===== src/rtl/uart_pkg.sv =====
// Shared helpers for the UART receive FIFO: level width and almost-full test.
// No ports; imported by uart_rx_fifo and uart_fifo_mem.
package uart_pkg;

   // Level counts 0..depth inclusive, so it needs one bit more than a pointer.
   function automatic int lvl_w(input int depth);
      return $clog2(depth) + 1;
   endfunction

   function automatic logic afull_f(input int unsigned lvl,
                                    input int unsigned thr);
      return lvl >= thr;
   endfunction

endpackage


===== src/rtl/uart_fifo_mem.sv =====
// DEPTH x DW storage: synchronous write port, asynchronous read port, no reset.
// Ports: clk, we/waddr/wdata (write), raddr/rdata (combinational read).
module uart_fifo_mem
   import uart_pkg::*;
#(
   parameter int DW    = 8,
   parameter int DEPTH = 16,
   parameter int AW    = $clog2(DEPTH)
) (
   input  logic          clk,
   input  logic          we,
   input  logic [AW-1:0] waddr,
   input  logic [DW-1:0] wdata,
   input  logic [AW-1:0] raddr,
   output logic [DW-1:0] rdata
);

   logic [DW-1:0] mem_q [DEPTH];

   always_ff @(posedge clk) begin
      if (we) begin
         mem_q[waddr] <= wdata;
      end
   end

   assign rdata = mem_q[raddr];

endmodule


===== src/rtl/uart_rx_fifo.sv =====
// Receive-side circular byte buffer between UART receiver and consumer.
// Ports: clk, rstn (async, active-low); in_* / out_* valid/ready handshakes;
// level, almost_full, overrun (sticky), overrun_clr.
// Macro UART_RX_FIFO_DROP_EN: never stall the receiver, drop on full instead.
module uart_rx_fifo
   import uart_pkg::*;
#(
   parameter int DATA_WIDTH  = 8,
   parameter int DEPTH       = 16,
   parameter int AFULL_LEVEL = 12
) (
   input  logic                      clk,
   input  logic                      rstn,
   input  logic [DATA_WIDTH-1:0]     in_data,
   input  logic                      in_valid,
   output logic                      in_ready,
   output logic [DATA_WIDTH-1:0]     out_data,
   output logic                      out_valid,
   input  logic                      out_ready,
   output logic [lvl_w(DEPTH)-1:0]   level,
   output logic                      almost_full,
   output logic                      overrun,
   input  logic                      overrun_clr
);

   localparam int LB_DEPTH = $clog2(DEPTH);
   localparam int LW       = lvl_w(DEPTH);

   localparam logic [LB_DEPTH-1:0] PTR_ONE  = LB_DEPTH'(1);
   localparam logic [LW-1:0]       CNT_ONE  = LW'(1);
   localparam logic [LW-1:0]       CNT_FULL = LW'(DEPTH);

   logic [LB_DEPTH-1:0] wr_ptr_q, wr_ptr_d;
   logic [LB_DEPTH-1:0] rd_ptr_q, rd_ptr_d;
   logic [LW-1:0]       cnt_q, cnt_d;

   logic full;
   logic wr_en;
   logic rd_en;

   assign full      = (cnt_q == CNT_FULL);
   assign out_valid = (cnt_q != '0);
   assign rd_en     = out_valid & out_ready;

`ifdef UART_RX_FIFO_DROP_EN
   logic ovr_q, ovr_d;
   logic drop;

   // A read on the same edge frees a slot, so only a read-less full write drops.
   assign in_ready = 1'b1;
   assign wr_en    = in_valid & (~full | rd_en);
   assign drop     = in_valid & full & ~rd_en;

   // Set has priority over a coincident clear.
   always_comb begin
      ovr_d = ovr_q;
      if (drop) begin
         ovr_d = 1'b1;
      end else if (overrun_clr) begin
         ovr_d = 1'b0;
      end
   end

   always_ff @(posedge clk or negedge rstn) begin
      if (!rstn) begin
         ovr_q <= 1'b0;
      end else begin
         ovr_q <= ovr_d;
      end
   end

   assign overrun = ovr_q;
`else
   logic unused_clr;

   // Ready comes from registered count only; a read never opens a full slot
   // in the same cycle.
   assign in_ready   = ~full;
   assign wr_en      = in_valid & in_ready;
   assign overrun    = 1'b0;
   assign unused_clr = overrun_clr;
`endif

   always_comb begin
      wr_ptr_d = wr_ptr_q;
      rd_ptr_d = rd_ptr_q;
      cnt_d    = cnt_q;
      if (wr_en) begin
         wr_ptr_d = wr_ptr_q + PTR_ONE;
      end
      if (rd_en) begin
         rd_ptr_d = rd_ptr_q + PTR_ONE;
      end
      unique case ({wr_en, rd_en})
         2'b10:   cnt_d = cnt_q + CNT_ONE;
         2'b01:   cnt_d = cnt_q - CNT_ONE;
         default: cnt_d = cnt_q;
      endcase
   end

   always_ff @(posedge clk or negedge rstn) begin
      if (!rstn) begin
         wr_ptr_q <= '0;
         rd_ptr_q <= '0;
         cnt_q    <= '0;
      end else begin
         wr_ptr_q <= wr_ptr_d;
         rd_ptr_q <= rd_ptr_d;
         cnt_q    <= cnt_d;
      end
   end

   assign level       = cnt_q;
   assign almost_full = afull_f(32'(cnt_q), AFULL_LEVEL);

   uart_fifo_mem #(
      .DW    (DATA_WIDTH),
      .DEPTH (DEPTH),
      .AW    (LB_DEPTH)
   ) u_mem (
      .clk   (clk),
      .we    (wr_en),
      .waddr (wr_ptr_q),
      .wdata (in_data),
      .raddr (rd_ptr_q),
      .rdata (out_data)
   );

endmodule


===== config.mk =====
export PLATFORM = sky130hd
export DESIGN_NAME = uart_rx_fifo
export DESIGN_NICKNAME = d
export VERILOG_FILES = /design/src/rtl/uart_pkg.sv /design/src/rtl/uart_fifo_mem.sv /design/src/rtl/uart_rx_fifo.sv
export SDC_FILE = /design/constraint.sdc
export NUM_CORES = 1
export LEC_CHECK = 0
export ABC_AREA = 1
export ABC_CLOCK_PERIOD_IN_PS = 2500
export CORE_MARGIN = 10
export CORE_UTILIZATION = 41
export CTS_CLUSTER_SIZE = 24
export DETAILED_ROUTE_END_ITERATION = 8
export GPL_ROUTABILITY_DRIVEN = 0
export GPL_TIMING_DRIVEN = 0
export PLACE_DENSITY_LB_ADDON = 0.08
export SYNTH_ARGS = -nofsm -noshare
export SYNTH_HDL_FRONTEND = slang
export SYNTH_SLANG_ARGS = --single-unit
export TNS_END_PERCENT = 100

===== constraint.sdc =====
create_clock -name clk -period 2.5 [get_ports clk]
set_input_delay 0.5 -clock clk [delete_from_list [all_inputs] [get_ports clk]]
set_output_delay 0.5 -clock clk [all_outputs]
set_load 0.01 [all_outputs]

### Word level (Yosys, flattened, before mapping)

Memory sizes are Yosys's and may differ from the RTL's.
Cells that the tools add are included.

| storage, ports and cells | value |
|---|---|
| register bits | 13 |
| memory bits (writable) | 128 |
| input port bits | 13 |
| output and inout bits | 17 |
| memories | 1 |

| cells by class | value |
|---|---|
| add/subtract/negate cells | 4 |
| $lt $le $gt $ge | 1 |
| equality and inequality tests | 3 |
| muxes and demuxes | 3 |
| bitwise logic cells | 3 |
| reduce and logical (&&, ||, !) cells | 2 |

Memory list:

| memory | depth | bits a word | read ports | clocked after Yosys merged registers in | wr ports | line | source |
|---|---|---|---|---|---|---|---|
| u_mem.mem_q | 16 | 8 | 1 | 0 | 1 | uart_fifo_mem.sv:18 | `logic [DW-1:0] mem_q [DEPTH];` |

Operators by type and width:

| kind | number |
|---|---|
| case mux 5 bit (2 select lines) | 1 |
| adder 4 x 1 -> 4 bit, second input constant | 2 |
| adder 5 x 1 -> 5 bit, second input constant | 1 |
| equality test 5 bit, second input constant | 1 |
| greater-or-equal comparator 5 x 4 -> 1 bit, second input constant | 1 |
| nonzero test 5 bit | 1 |
| subtractor 5 x 1 -> 5 bit, second input constant | 1 |
| bitwise AND 1 bit | 2 |
| equality test 2 x 1 -> 1 bit, second input constant | 1 |
| equality test 2 bit, second input constant | 1 |
| two-way mux 1 bit | 2 |
| nonzero test 2 bit | 1 |
| inverter 1 bit | 1 |

### Logic depth before layout (Yosys ltp)

Gate-level depths: netlist (run 1).

| depth | value |
|---|---|
| depth in word-level cells | 5 |
| mapped depth | 13 |

### Cells and area by module

From an unflattened synthesis (run 1), not the netlist that was laid out.

| second synthesis, totals | value |
|---|---|
| cell total of the unflattened synthesis | 649 |
| area, all modules | 6462.4 sq um |

By module, submodules not included:

| module | times used | cells an instance | area an instance (sq um) |
|---|---|---|---|
| uart_fifo_mem | 1 | 543 | 5606.6 |
| uart_rx_fifo | 1 | 106 | 855.8 |

### Least setup slack after synthesis (run 1)

No wires, ideal clock.

| path | value |
|---|---|
| path kind | flip-flop to flip-flop |
| start | register cnt_q[1] (netlist: level[1]) |
| end | register cnt_q[4] (netlist: level[4]) |
| setup time | 0.117 ns |
| data arrival time | 2.046 ns |
| required time | 2.383 ns |
| slack | 0.337 ns |
| stages on the path, launching flop included | 13 |
| buffers on the path | 0 |
| cell sequence | dfrtp_1 -> nor2_1 -> nand4_1 -> nand2_1 -> inv_1 -> ha_1 -> fa_1 -> nand2_1 -> nand3_1 -> nand3_1 -> nand2_1 -> nand2_1 -> nand2_1 |

RTL lines:

| element | line | source |
|---|---|---|
| start, declared | uart_rx_fifo.sv:35 | `logic [LW-1:0] cnt_q, cnt_d;` |
| start signal, assigned | uart_rx_fifo.sv:109 | `cnt_q <= cnt_d;` |
| nonzero test 5 bit * | uart_rx_fifo.sv:42 | `assign out_valid = (cnt_q != '0);` |
| named net out_valid | uart_rx_fifo.sv:18 | `output logic out_valid,` |
| bitwise AND 1 bit * | uart_rx_fifo.sv:43 | `assign rd_en = out_valid & out_ready;` |
| named net rd_en | uart_rx_fifo.sv:39 | `logic rd_en;` |
| equality test 2 x 1 -> 1 bit / equality test 2 bit (equally long branches) | uart_rx_fifo.sv:94 | `unique case ({wr_en, rd_en})` |
| case mux 5 bit (2 select lines) / nonzero test 2 bit (equally long branches) | n/a |  |

The timed path passes the listed nets; every way through them passes the cells marked *.
A chain may end at the register's enable or synchronous reset.

### Worst setup path after layout (run 1)

| path | value |
|---|---|
| start | register rd_ptr_q[0] |
| end | output out_data[0] |

| between the ends | value |
|---|---|
| longest elaborated chain between the ends | 1 |

Ends and longest elaborated chain:

| element | line | source |
|---|---|---|
| start, declared | uart_rx_fifo.sv:34 | `logic [LB_DEPTH-1:0] rd_ptr_q, rd_ptr_d;` |
| start signal, assigned | uart_rx_fifo.sv:108 | `rd_ptr_q <= rd_ptr_d;` |
| memory read (16 x 8 bit) | n/a |  |
| end, declared | uart_rx_fifo.sv:17 | `output logic [DATA_WIDTH-1:0] out_data,` |

No other way between the ends.

==> impl_metrics.json, run 1 <==
{
  "path_max_fanout": 10,
  "place_area_mm2": 0.00674,
  "clock_latency_ns": 0.42,
  "routed_wl_um": 15500,
  "ys_ff_latch": 141,
  "place_inst": 837,
  "reg2regPathDepth": 12,
  "hold_slack_ns": 0.518,
  "ir_drop_mv": 0.539,
  "setup_viol": 1,
  "pin_count": 30,
  "worstHoldPathType": "input port to async pin",
  "drcViolationCount": 0,
  "cts_made_buffers": 17,
  "fp.dieArea_mm2": 0.0205,
  "die_y_um": 143,
  "grt_overflow": 0,
  "dpl.hpwl_um": 10400,
  "p_per_area_mw_per_mm2": 1210,
  "io_buffers": 27,
  "cts_tree": "done",
  "p_leak_uw": 0.00320,
  "htree_levels": 4,
  "stdcell_area_mm2": 0.00756,
  "postCtsHoldBufs": 0,
  "postSynthCellCount": 622,
  "skew_ns": 0.00631,
  "grt_pass1_wl_um": 23800,
  "fin_crit_sh": 1.00,
  "drt_iter0_drc": 335,
  "antenna_left": 0,
  "grt_pass1_vias": 4124,
  "yosysUniqueCellTypes": 22,
  "diodes": 0,
  "ys_seq_area_frac": 0.668,
  "crit_path_start_kind": "flip-flop",
  "cp-end-kind": "output port",
  "clock_tree.buffer_depth": 2,
  "crit_type": "flip-flop to output port",
  "tns_ns": -0.00330,
  "tightest_slew_ns": 0.847,
  "initial_core_util": 0.415,
  "syn_area_per_cell_um2": 10.0,
  "grt_max_degree": 17,
  "layout_common_cells": "240 x nand2_1, 128 x edfxtp_1, 65 x inv_1",
  "synthesis.nets": 645,
  "critical_path_arrival_ns": 2.00,
  "clockRootBuffer": "clkbuf_16",
  "routedWlPerCell_um": 17.7,
  "grt_use_total": 0.158,
  "final_common_cell": "nand2_1",
  "clock.fmax_ghz": 0.399,
  "maxCapViolations": 0,
  "cts_sinks": 141,
  "finalWorstSetupSlack_ns": -0.00330,
  "rsz0062_at_grt": "yes",
  "core-area_mm2": 0.0150,
  "ys_warn_count": 0,
  "nNetsFinal": 698,
  "dr.pass1.iters": 4,
  "violations": "setup timing",
  "status": "finished with violations",
  "grt_antenna_before_repair": 0,
  "max_slew_margin": 0.433,
  "layout-drive-gt1-share": 0.125,
  "die_x_um": 143,
  "nFillCells": 1377,
  "cts.reportedPaths.clkPinSlew_ns": 0.06,
  "vias_per_cell": 4.80,
  "finalNonFillerCells": 876,
  "fin_crit_ns": 2.50,
  "cp.required_ns": 2.00,
  "syn_area_mm2": 0.00624,
  "row_count": 45,
  "syn_to_final_growth_pct": 21.2,
  "vias": 4208,
  "maxSlewViolCount": 0,
  "hold_viol": 0
}
-- metrics by stage --
step | worst slack, ns | util | total power (uW)
finish | -0.00330 | 0.503 | 9170
global route | -0.0508 | 0.503 | 9760
CTS | 0.00243 | 0.500 | 9190
detailed placement | -0.0903 | 0.449 | 6310
global placement | -0.0598 | 0.449 | 6260
floorplan | 0.337 | - | 5020
-- cell type report --
| cell class | count | area (um2) | share of cell area |
|---|---|---|---|
| plain buffers | 22 | 195 | 0.0258 |
| clock buffers | 22 | 474 | 0.0627 |
| clock inverters | 10 | 161 | 0.0214 |
| inverters | 69 | 278 | 0.0367 |
| multi-input cells | 390 | 1720 | 0.228 |
| flip-flops and latches | 141 | 4170 | 0.552 |
| well taps | 188 | 235 | 0.0311 |
| repair buffers | 34 | 323 | 0.0427 |
-- where the power goes --
group          total [uW]  switching, uW  internal [uW]
logic                3440           2170           1280
clock network        2690            941           1750
registers            3040            163           2880
-- critical path, cell delays in order (launching register included) --
cell and delay [ns]:
dfrtp_1 0.40, buf_6 0.17, buf_4 0.18, nand2_1 0.07, nand3_1 0.08, nand2_1 0.08, nor2_2 0.17, nand2_1 0.12
nand2_1 0.08, clkdlybuf4s15_2 0.22
-- synth_stat cells --
cell type  count  area, um2
o22ai_1        1       6.26
o21ai_0        4       20.0
xnor2_1        3       26.3
nand2_2        1       6.26
inv_1         66        248
fa_1           1       20.0
buf_4          3       22.5
nand4_1        3       18.8
clkbuf_1       4       15.0
nor2_2         2       12.5
nand3_1       54        270
nor2_4         1       11.3
buf_2         14       70.1
edfxtp_1     128       3840
nor2_1        65        244
inv_2          3       11.3
conb_1         1       3.75
ha_1           9        113
nand2_1      241        905
buf_6          1       11.3
xor2_1         4       35.0
dfrtp_1       13        325
-- layer usage --
| metal | vias up | global-route usage | wire length (um) |
|---|---|---|---|
| li1 | 2105 | - | - |
| met1 | 1985 | 0.210 | 7180 |
| met2 | 103 | 0.246 | 7310 |
| met3 | 15 | 0.0389 | 848 |
| met4 | 0 | 0.0564 | 170 |
| met5 | - | 0 | 0 |
-- kinds of logic (layout without fill, tap and decap cells) --
| kind of cell | after synthesis | count (layout) | share of synthesized area |
|---|---|---|---|
| xor+xnor | 7 | 7 | 0.00983 |
| fa+ha+maj | 10 | 10 | 0.0213 |
| buf+inv | 91 | 157 | 0.0606 |
| flops | 141 | 141 | 0.668 |
| compound gates | 5 | 5 | 0.00421 |
| simple gates | 367 | 367 | 0.235 |
| other cells | 1 | 1 | 0.000601 |
-- final timing paths --
path	start	to	slack, ns
setup / recovery	rd_ptr_q[0]	out_data[0]	-0.003
hold / removal	rstn	wr_ptr_q[1]	0.52
setup reg to reg	level[1]	level[4]	0.18
hold reg to reg	wr_ptr_q[3]	wr_ptr_q[3]	0.54
max in group asynchronous	rstn	rd_ptr_q[1]	1.47
min in group clk	wr_ptr_q[3]	wr_ptr_q[3]	0.54
-- flip-flops by register name, summed over array words and instances, names as in the netlist --
name	cells
u_mem.mem_q	128
wr_ptr_q	4
rd_ptr_q	4
level	5
-- repair_timing --
action / in CTS / in global routing
endpoints found under the setup margin: 8 / 10
resized for setup: 61 / 10
cloned: 0 / 2
buffers inserted: 3 / 2
pin swaps: 5 / 4
Note: power is estimated with default switching activity, not from simulation.
==> inputs of run 2 (changes only) <==
Settings changed: CORE_ASPECT_RATIO from default to 0.9, CTS_CLUSTER_DIAMETER from default to 40.
==> run 2 against run 1 <==
  * First-iteration DRC count decreased by 23%
  * Largest power group unchanged
  * The flow now finishes without violations
  * Global-route usage is 0.36 points lower
  * Total power increased by 0.28%
  * Combinational power grew 4%
  * Flip-flop and latch count is the same
  * Critical path type unchanged
==> impl_metrics.json, run 2 (synthesis gave the netlist of run 1 again) <==
{
  "critPathSlowestCell": "dfrtp_1",
  "finalNonFillerCells": 889,
  "grt_antenna_before_repair": 0,
  "path_max_fanout": 6,
  "place_inst": 847,
  "slowest_delay_ns": 0.41,
  "clock.fmax_ghz": 0.407,
  "largest-register": "u_mem.mem_q",
  "use_met3": 0.0370,
  "crit_chain": "buf_6 > inv_6 > buf_6 > nand2_1 > nand3_1 > nand2_1 > nor2_4 > nand2_1 > nand2_1 > clkdlybuf4s15_1",
  "routed_wl_um": 15000,
  "grt_overflow": 0,
  "crit_top_cell": "nand2_1",
  "routedWlPerCell_um": 16.8,
  "ir_drop_mv": 0.608,
  "layout_common_cells": "236 x nand2_1, 128 x edfxtp_1, 65 x inv_1",
  "cts_sinks": 141,
  "fin_crit_ns": 2.46,
  "antenna_left": 0,
  "htree_levels": 4,
  "pin_count": 30,
  "syn_to_final_growth_pct": 21.9,
  "crit_path_start_kind": "flip-flop",
  "die_y_um": 137,
  "p_leak_uw": 0.00321,
  "core-area_mm2": 0.0148,
  "stdcell_area_mm2": 0.00761,
  "p_per_area_mw_per_mm2": 1210,
  "crit_family": "buffers and inverters",
  "dr.pass1.iters": 5,
  "tightest_slew_ns": 0.826,
  "place_area_mm2": 0.00676,
  "hold_viol": 0,
  "drcViolationCount": 0,
  "crit_type": "flip-flop to output port",
  "row_count": 42,
  "cp-end-kind": "output port",
  "grt_pass1_vias": 4175,
  "cts.reportedPaths.clkPinSlew_ns": 0.06,
  "drt_iter0_drc": 258,
  "grtUsageMet2": 0.245,
  "vias_per_cell": 4.84,
  "worstHoldPathType": "input port to async pin",
  "skew_ns": 0.00645,
  "initial_core_util": 0.421,
  "grt_use_total": 0.154,
  "io_buffers": 27,
  "dpl.hpwl_um": 10500,
  "use_met1": 0.201,
  "diodes": 0,
  "clock_tree.buffer_depth": 2,
  "status": "complete, no violations",
  "tns_ns": 0,
  "rsz0062_at_grt": "yes",
  "fin_crit_sh": 0.984,
  "maxSlewViolCount": 0,
  "clock_latency_ns": 0.43,
  "vias": 4303,
  "die_x_um": 150,
  "cts_made_buffers": 17,
  "grt_busiest_layer": "met2",
  "grt_pass1_wl_um": 23200,
  "fp.dieArea_mm2": 0.0206,
  "clockRootBuffer": "clkbuf_16",
  "cts_tree": "done",
  "nNetsFinal": 701,
  "maxCapViolations": 0,
  "path_buf_inv": 4,
  "largest_reg_flops": 128,
  "critical_path_arrival_ns": 1.96,
  "layout-drive-gt1-share": 0.145,
  "cp.required_ns": 2.00,
  "max_slew_margin": 0.448,
  "final_common_cell": "nand2_1",
  "setup_viol": 0,
  "grt_max_degree": 17
}
-- run 2: changes by cell type in the layout (fill, tap and decap cells not counted), sizes merged --
cell,delta
inv,+1
clkbuf,-6
buf,+6
clkinv,+7
clkdlybuf4s15,-2
clkinvlp,-3
-- run 2: final timing paths --
| kind | slack, ns | start | cells past startpoint | endpoint |
|---|---|---|---|---|
| worst min register to register | 0.54 | wr_ptr_q[3] | 2 | wr_ptr_q[3] |
| max in group asynchronous | 1.59 | rstn | 1 | rd_ptr_q[2] |
| worst max-delay path | 0.04 | rd_ptr_q[0] | 10 | out_data[4] |
| worst min-delay path | 0.46 | rstn | 1 | level[3] |
| worst max register to register | 0.26 | level[1] | 12 | level[4] |
| min in group clk | 0.54 | wr_ptr_q[3] | 2 | wr_ptr_q[3] |
-- run 2: timing repair --
item | 4_1_cts | 5_1_grt
gates resized for setup | 66 | 27
endpoints found under the setup margin | 8 | 9
hold buffers | 0 | 0
cloned | 0 | 2
setup buffers | 5 | 3
pin swaps | 8 | 8
-- run 2: per-layer routing --
| metal | vias up | share of wire |
|---|---|---|
| met1 | 2070 | 0.46 |
| met3 | 20 | 0.051 |
| li1 | 2117 | - |
| met4 | 0 | 0.017 |
| met5 | - | 0 |
| met2 | 96 | 0.47 |
-- run 2: power breakdown --
part	total, uW	internal, uW	switching, uW
Sequential	3050	2880	165
Clock	2590	1640	941
Combinational	3570	1320	2250
Total	9200	5840	3360
-- run 2: through the flow --
stage	hold slack [ns]	worst slack (ns)	utilization	total power, uW
global placement	0.518	-0.125	0.456	6320
CTS	0.462	0.000819	0.507	9170
finish	0.464	0.0401	0.513	9200
floorplan	0.204	0.337	-	5020
global route	0.489	-0.0500	0.513	9810
detailed placement	0.536	-0.134	0.456	6360
-- run 2: cell type report --
type	instances	area (um2)
Timing Repair Buffer	37	329
Multi-Input combinational cell	390	1800
Buffer	22	190
Fill cell	1388	7210
Tap cell	198	248
Clock buffer	17	425
Sequential cell	141	4170
Clock inverter	15	178
Inverter	69	270
-- run 2: worst register-to-register path: stages (launching register included) --
cell and delay (ns):
dfrtp_1 0.44, nor2_1 0.17, nand4_1 0.15, nand2_2 0.15, inv_1 0.09, ha_1 0.29
fa_1 0.41, nand2_1 0.11, nand3_1 0.10, nand3_1 0.08, nand2_1 0.05, nand2_1 0.05
nand2_1 0.04
